File: src/rtl/program_counter_ras.sv
// rtl/program_counter_ras.sv - fetch-stage program counter with circular return-address stack
// Optional feature: define PC_RAS_TRAP_EN to trap on stack overflow/underflow instead of overwrite/increment.
module program_counter_ras #(
   parameter int              PC_W         = 16,
   parameter int              BR_IMM_W     = 6,
   parameter int              JMP_IMM_W    = 12,
   parameter int              INSN_BYTES   = 2,
   parameter int              RAS_DEPTH    = 4,
   parameter logic [PC_W-1:0] RESET_VECTOR = '0,
   parameter logic [PC_W-1:0] TRAP_VECTOR  = 16'hFFF0
) (
   input  logic                           clk_pi,
   input  logic                           reset_n_pi,
   input  logic                           clk_en_pi,
   input  logic                           branch_taken_pi,
   input  logic [BR_IMM_W-1:0]            branch_immediate_pi,
   input  logic                           jump_taken_pi,
   input  logic [JMP_IMM_W-1:0]           jump_immediate_pi,
   input  logic                           call_pi,
   input  logic                           ret_pi,
   output logic [PC_W-1:0]                pc_po,
   output logic [$clog2(RAS_DEPTH+1)-1:0] ras_count_po,
   output logic                           ras_err_po
);

   localparam int CW = $clog2(RAS_DEPTH + 1);
   localparam int PW = $clog2(RAS_DEPTH);

   logic [PC_W-1:0] pc_q, pc_d;
   logic [PW-1:0]   ptr_q, ptr_d, ptr_inc, ptr_dec;
   logic [CW-1:0]   cnt_q, cnt_d;
   logic [PC_W-1:0] ras_mem_q [RAS_DEPTH];
   logic [PC_W-1:0] seq, br_ext, jmp_ext;
   logic            push_en, ras_full, ras_empty;

   assign seq       = pc_q + PC_W'(INSN_BYTES);
   assign br_ext    = {{(PC_W-BR_IMM_W){branch_immediate_pi[BR_IMM_W-1]}}, branch_immediate_pi};
   assign jmp_ext   = {{(PC_W-JMP_IMM_W){jump_immediate_pi[JMP_IMM_W-1]}}, jump_immediate_pi};
   assign ras_full  = (cnt_q == CW'(RAS_DEPTH));
   assign ras_empty = (cnt_q == '0);

   // Pointer wraps explicitly so non-power-of-two depths stay circular
   assign ptr_inc = (ptr_q == PW'(RAS_DEPTH-1)) ? '0 : ptr_q + PW'(1);
   assign ptr_dec = (ptr_q == '0) ? PW'(RAS_DEPTH-1) : ptr_q - PW'(1);

`ifdef PC_RAS_TRAP_EN
   logic err_q, err_d;
   assign ras_err_po = err_q;
`else
   assign ras_err_po = 1'b0;
`endif

   always_comb begin
      pc_d    = pc_q;
      ptr_d   = ptr_q;
      cnt_d   = cnt_q;
      push_en = 1'b0;
`ifdef PC_RAS_TRAP_EN
      err_d   = err_q;
`endif
      if (clk_en_pi) begin
         if (ret_pi) begin
            if (ras_empty) begin
`ifdef PC_RAS_TRAP_EN
               pc_d  = TRAP_VECTOR;
               err_d = 1'b1;
`else
               pc_d  = seq;
`endif
            end else begin
               pc_d  = ras_mem_q[ptr_q];
               ptr_d = ptr_dec;
               cnt_d = cnt_q - CW'(1);
            end
         end else if (call_pi) begin
`ifdef PC_RAS_TRAP_EN
            if (ras_full) begin
               pc_d  = TRAP_VECTOR;
               err_d = 1'b1;
            end else begin
               pc_d    = seq + jmp_ext;
               push_en = 1'b1;
               ptr_d   = ptr_inc;
               cnt_d   = cnt_q + CW'(1);
            end
`else
            // When full, the push lands on the oldest entry and count saturates
            pc_d    = seq + jmp_ext;
            push_en = 1'b1;
            ptr_d   = ptr_inc;
            if (!ras_full) cnt_d = cnt_q + CW'(1);
`endif
         end else if (branch_taken_pi) begin
            pc_d = seq + br_ext;
         end else if (jump_taken_pi) begin
            pc_d = seq + jmp_ext;
         end else begin
            pc_d = seq;
         end
      end
   end

   always_ff @(posedge clk_pi or negedge reset_n_pi) begin
      if (!reset_n_pi) begin
         pc_q  <= RESET_VECTOR;
         ptr_q <= '0;
         cnt_q <= '0;
`ifdef PC_RAS_TRAP_EN
         err_q <= 1'b0;
`endif
      end else begin
         pc_q  <= pc_d;
         ptr_q <= ptr_d;
         cnt_q <= cnt_d;
`ifdef PC_RAS_TRAP_EN
         err_q <= err_d;
`endif
      end
   end

   always_ff @(posedge clk_pi) begin
      if (push_en) ras_mem_q[ptr_inc] <= seq;
   end

   assign pc_po        = pc_q;
   assign ras_count_po = cnt_q;

endmodule

File: config.mk
export PLATFORM = sky130hd
export DESIGN_NAME = program_counter_ras
export DESIGN_NICKNAME = d
export VERILOG_FILES = /design/src/rtl/program_counter_ras.sv
export SDC_FILE = /design/constraint.sdc
export NUM_CORES = 1
export LEC_CHECK = 0
export CAP_MARGIN = 25
export CORE_ASPECT_RATIO = 0.6
export CORE_MARGIN = 4
export CORE_UTILIZATION = 25
export CTS_BUF_LIST = sky130_fd_sc_hd__clkbuf_16
export CTS_CLUSTER_DIAMETER = 200
export DETAILED_ROUTE_END_ITERATION = 10
export RECOVER_POWER = 25
export SYNTH_ARGS = -nofsm -noshare
export SYNTH_HDL_FRONTEND = slang
export SYNTH_SLANG_ARGS = --single-unit
export TNS_END_PERCENT = 30
File: constraint.sdc
create_clock -name clk_pi -period 3.2 [get_ports clk_pi]
set_input_delay 0.48 -clock clk_pi [delete_from_list [all_inputs] [get_ports clk_pi]]
set_output_delay 0.48 -clock clk_pi [all_outputs]
set_load 0.05 [all_outputs]
* Word-level counts from Yosys, hierarchy flattened
Memories as Yosys holds them, arrays and structs flattened.
Index checks and enable logic that the tools add are counted.
** Cells by class
- Shift operators :: 0
- Bitwise logic cells :: 0
- Multiply operators :: 0
- Div/mod/pow operators :: 0
- Equal/unequal tests :: 4
- Reductions and logical operators :: 5
- Add/subtract/negate cells :: 7
- Multiplexer cells :: 19
- Magnitude comparators :: 0
** Operators by type and width (count)
- $mux 16 :: 5
- $add 16x16->16 :: 2
- $add 16x2->16 const B :: 1
- $mux 3 :: 4
- $mux 2 :: 5
- $mux 1 :: 5
- $ne 2x2->1 const B :: 2
- $reduce_and 4->1 :: 1
- $add 3x1->3 const B :: 1
- $eq 3x3->1 const B :: 1
- $logic_not 3->1 :: 1
- $reduce_and 3->1 :: 1
- $sub 3x1->3 const B :: 1
- $add 2x1->2 const B :: 1
- $eq 2x2->1 const B :: 1
- $logic_not 2->1 :: 1
- $reduce_bool 2->1 :: 1
- $sub 2x1->2 const B :: 1
** Storage, ports and cells
- Input bits :: 25
- Bits in writable memories :: 64
- Memories :: 1
- Logic and storage cells :: 39
- Bits in latches :: 0
- Register bits after elaboration :: 21
- Memory bits (read-only) :: 0
- Output and inout port bits :: 20
** Memories
- ras_mem_q :: words 4, bits a word 16, rd ports 1, clocked after memory_dff 0, write ports 1, line 32 : logic [PC_W-1:0] ras_mem_q [RAS_DEPTH];

* Logic depth before layout (Yosys ltp)
- Depth after elaboration :: 6
- Depth in mapped cells :: 14
- Gate-level depth less buffers :: 14

* Worst setup path after synthesis
Ideal clock, no wire load.
- Kind :: register -> register
- Start point :: register pc_q[3], in the netlist pc_po[3]
- End point :: register pc_q[15], in the netlist pc_po[15]
- Setup time :: 0.082 ns
- Stages on the path, launching flop included :: 14
- Clock period less this slack :: 3.461 ns
- Buffers on the path :: 0
- Slack :: -0.261 ns
- Required time :: 3.118 ns
- Data arrival time :: 3.379 ns
- Cells stage by stage :: dfrtp_1 -> nand3_2 -> nor3_2 -> nand4_1 -> xnor2_1 -> ha_1 -> a21o_1 -> a21oi_1 -> and3_1 -> o21ai_2 -> a2111oi_0 -> a31o_1 -> o21ai_0 -> a31oi_1
** On the way
- Longest elaborated chain between the ends :: 6
- Elaborated cells between the ends (all ways) :: 8
- Classes of those cells :: 3 x add/sub; 5 x mux
** RTL lines
- from (decl) :: line 29 : logic [PC_W-1:0] pc_q, pc_d;
- from (signal assigned) :: line 112 : pc_q <= pc_d;
- $add 16x2->16 (*) :: line 36 : assign seq = pc_q + PC_W'(INSN_BYTES);
- via seq[12] :: line 33 : logic [PC_W-1:0] seq, br_ext, jmp_ext;
- $add 16x16->16 :: line 88, 96
- $mux 16 :: line 95 : end else if (jump_taken_pi) begin
- $mux 16 :: line 93 : end else if (branch_taken_pi) begin
- $mux 16 (*) :: line 75 : end else if (call_pi) begin
- $mux 16 (*) :: line 62 : if (ret_pi) begin
Mark *: on every way through the listed nets, which the timed path passes. The rest lies on a longest branch.
A chain may end at the register's enable or synchronous reset.

* Final worst setup path
- Start point :: register pc_q[1], in the netlist pc_po[1]
- End point :: register pc_q[14], in the netlist pc_po[14]
The elaborated chain is that of the path after synthesis.

==> results.ini <==
[status]
status = finished, final reports clean

[drt]
drtIter0Drc = 485
ant_nets = 0
vias = 4707
firstDrtPassIters = 5
drt_drc_violations_left = 0
detail_route.wl_per_cell_um = 19.4
via_per_inst = 5.05
finalWirelength_mm = 18.1

[floorplanning]
start_util_pct = 25.5
io_pins = 45
core_region_area_sq_um = 22100
row_count = 42
die_area_sq_um = 25100
die_h_um = 124
dieWidth_um = 202

[clocking]
path_clk_slew_ps = 70
ctsHoldBuffers = 0
clockBufferDepth = 2
cts_tree = built
cts_htree_levels = 3
clk_latency_ps = 340
numClockSinks = 85
cts_root_buffer = clkbuf_16
cts_made_buffers = 9

[final_layout]
layout.nets = 686
fin_util_pct = 33.5
area_growth_pct = 31.2
drive_above_1_share_pct = 24.0
antennaDiodeCount = 0
fillers = 2237

[power]
switching_share_pct = 45.5
pwr-share-seq_pct = 22.2
power_switching_w = 0.00362
power_w = 0.00796
p_leak_nw = 2.84
vdd_drop_max_mv = 0.500
powerDensity_nw_per_um2 = 1080
p_clk_share_pct = 14.4
p_int_w = 0.00434
combPwrFrac_pct = 63.4

[sta]
hold_viol_final = 0
final-max-slew-violation-count = 0
skew_ps = 6.01
relSlewSlack_pct = 11.8
fmax_mhz = 331
period_share_pct = 94.5
min_period_ps = 3020
fin_setup_tns_ps = 0
worst_pin_slew_ps = 1320
finalSetupViolCount = 0
fin_hold_ws_ps = 596
fin_ws_ps = 176

[logic_synthesis]
ys_warn_count = 0
synth_edf_count = 64
synth_nets = 571
syn_area_per_cell_sq_um = 11.2
synth_area_sq_um = 5640
synthTopCellsByArea = edfxtp_1 (34%), dfrtp_1 (9.3%), ha_1 (8.6%)
synthXorXnorAreaFrac_pct = 5.83
synthMuxAreaShare_pct = 7.45
yosys.cell_types.count = 73
synthSimpleGateAreaFrac_pct = 12.4
ys_seq_area_share_pct = 43.4
synth_top_family_by_area = compound AO/OA/AOI/OAI gates
synthArstFlopShare_pct = 24.7
ys.flop_type = edfxtp_1
synthAdderAreaFrac_pct = 9.71
netlist_instances = 504
synth_compound_area_share_pct = 18.2
synth_top_area_cell = edfxtp_1
synth.top_cell.area_share_pct = 34.1
ys_ff_latch = 85

[setup_path]
cp-end-kind = flop
cp.required_ps = 3460
critPathArrivalTime_ps = 3280
start_kind = flop
worstSetupPathType = reg -> reg
rr_worst_depth = 15
critPathMaxFanout = 5

[hold_path]
min_path_type = reg -> reg
min_path_cells = 1

[global_routing]
antenna_found_initial = 0
gr-total-overflow = 0
first_global_vias = 4505
track_usage_pct = 14.3
grt_max_degree = 30
grt_pass1_wl_mm = 27.7

[place]
routabilityCongestion = 0.909
dp_slack_ps = -36.5
dp_hpwl_mm = 13.9
io_buffers = 43

[run]
cap_violations = 0

stage by stage:
stage	std cells	area, sq um
floorplan	504	5660
global placement	915	6980
detailed placement	915	6980
CTS	931	7320
global route	932	7410
finish	932	7410
synthesized netlist by cell type, types with 4 or more instances:
cell type,number
edfxtp_1,64
nor2_1,44
ha_1,39
a21oi_1,36
nand2_1,28
xnor2_1,22
dfrtp_1,21
mux4_2,16
a21o_1,13
inv_1,13
o21ai_0,13
xor2_1,13
and3_1,11
a31oi_1,10
o21ai_1,10
a22oi_1,9
clkbuf_1,9
nand3_1,9
nor3_1,9
o211ai_1,8
nand2b_1,7
mux2i_1,6
a211oi_1,5
o21a_1,5
or3_1,5
a221o_1,4
buf_4,4
nand4_1,4
nor2b_1,4
o22ai_1,4
timing repair:
item / 4_1_cts / 5_1_grt
resized for setup: 3 / 19
pin swaps: 0 / 8
setup buffers: 0 / 1
endpoints found under the setup margin: 2 / 10
layer usage:
layer | vias to the layer above | track usage, % | wire length, um
li1 | 2178 | - | -
met2 | 201 | 18.5 | 6990
met5 | - | 0 | 0
met1 | 2316 | 22.8 | 9120
met4 | 0 | 2.17 | 102
met3 | 12 | 5.18 | 1830
cells by family (layout without fill, tap and decap cells):
kind of cell / count (synthesis) / count (layout)
buffers and inverters: 33 / 153
multiplexers: 22 / 22
adder cells (fa/ha/maj): 42 / 42
AND/OR/NAND/NOR: 136 / 136
flip-flops: 85 / 85
other: 1 / 1
AO/OA/AOI/OAI: 149 / 149
XOR/XNOR: 36 / 36
worst max-delay path: stages, from the launching register on:
cell and delay [ps]:
dfrtp_2 390, ha_2 220, nand2_4 70, nor3_4 180, buf_4 150, xnor2_1 140, inv_2 150, ha_4 290
a21o_1 160, a21o_1 190, a21o_1 180, a21oi_1 140, o22ai_1 110, mux2i_1 230, o22ai_1 130, o32ai_2 190
layout make-up:
class	count	area, sq um	area share (%)
Multi-Input combinational cell	386	3150	42.6
Sequential cell	85	2460	33.2
Timing Repair Buffer	122	1030	14.0
Tap cell	308	385	5.20
Clock buffer	9	225	3.04
Clock inverter	7	97.6	1.32
Inverter	15	56.3	0.760
power groups by stage:
stage	Clock [W]	Combinational, W	Sequential, W
CTS	0.00116	0.00487	0.00176
finish	0.00115	0.00505	0.00177
floorplan	0	0.00267	0.00212
global route	0.00121	0.00544	0.00179
global placement	0	0.00482	0.00177
detailed placement	0	0.00482	0.00178
state kept, by name, summed over array words and instances, names as in the netlist:
name,cells
ras_count_po,3
ptr_q,2
ras_mem_q,64
pc_po,16
layout by cell type (no fill, tap or decap), types with 10 or more instances in the layout:
master	count
mux4_2	16
a31oi_1	10
clkdlybuf4s50_1	42
xor2_1	11
dfrtp_1	13
ha_1	37
nor2_1	44
buf_4	73
inv_1	11
xnor2_1	18
nand2_1	28
o21ai_0	13
edfxtp_1	64
a21o_1	13
a21oi_1	32
and3_1	11
final timing paths:
kind | start | to | slack (ps)
setup reg to reg | pc_po[1] | pc_po[14] | 180
hold reg to reg | ras_count_po[2] | ras_count_po[2] | 600
max in group asynchronous | reset_n_pi | pc_po[1] | 1370
min in group asynchronous | reset_n_pi | ras_count_po[2] | 950
hold / removal | ras_count_po[2] | ras_count_po[2] | 600
setup / recovery | pc_po[1] | pc_po[14] | 180
Power figures use the tool's default switching activity.
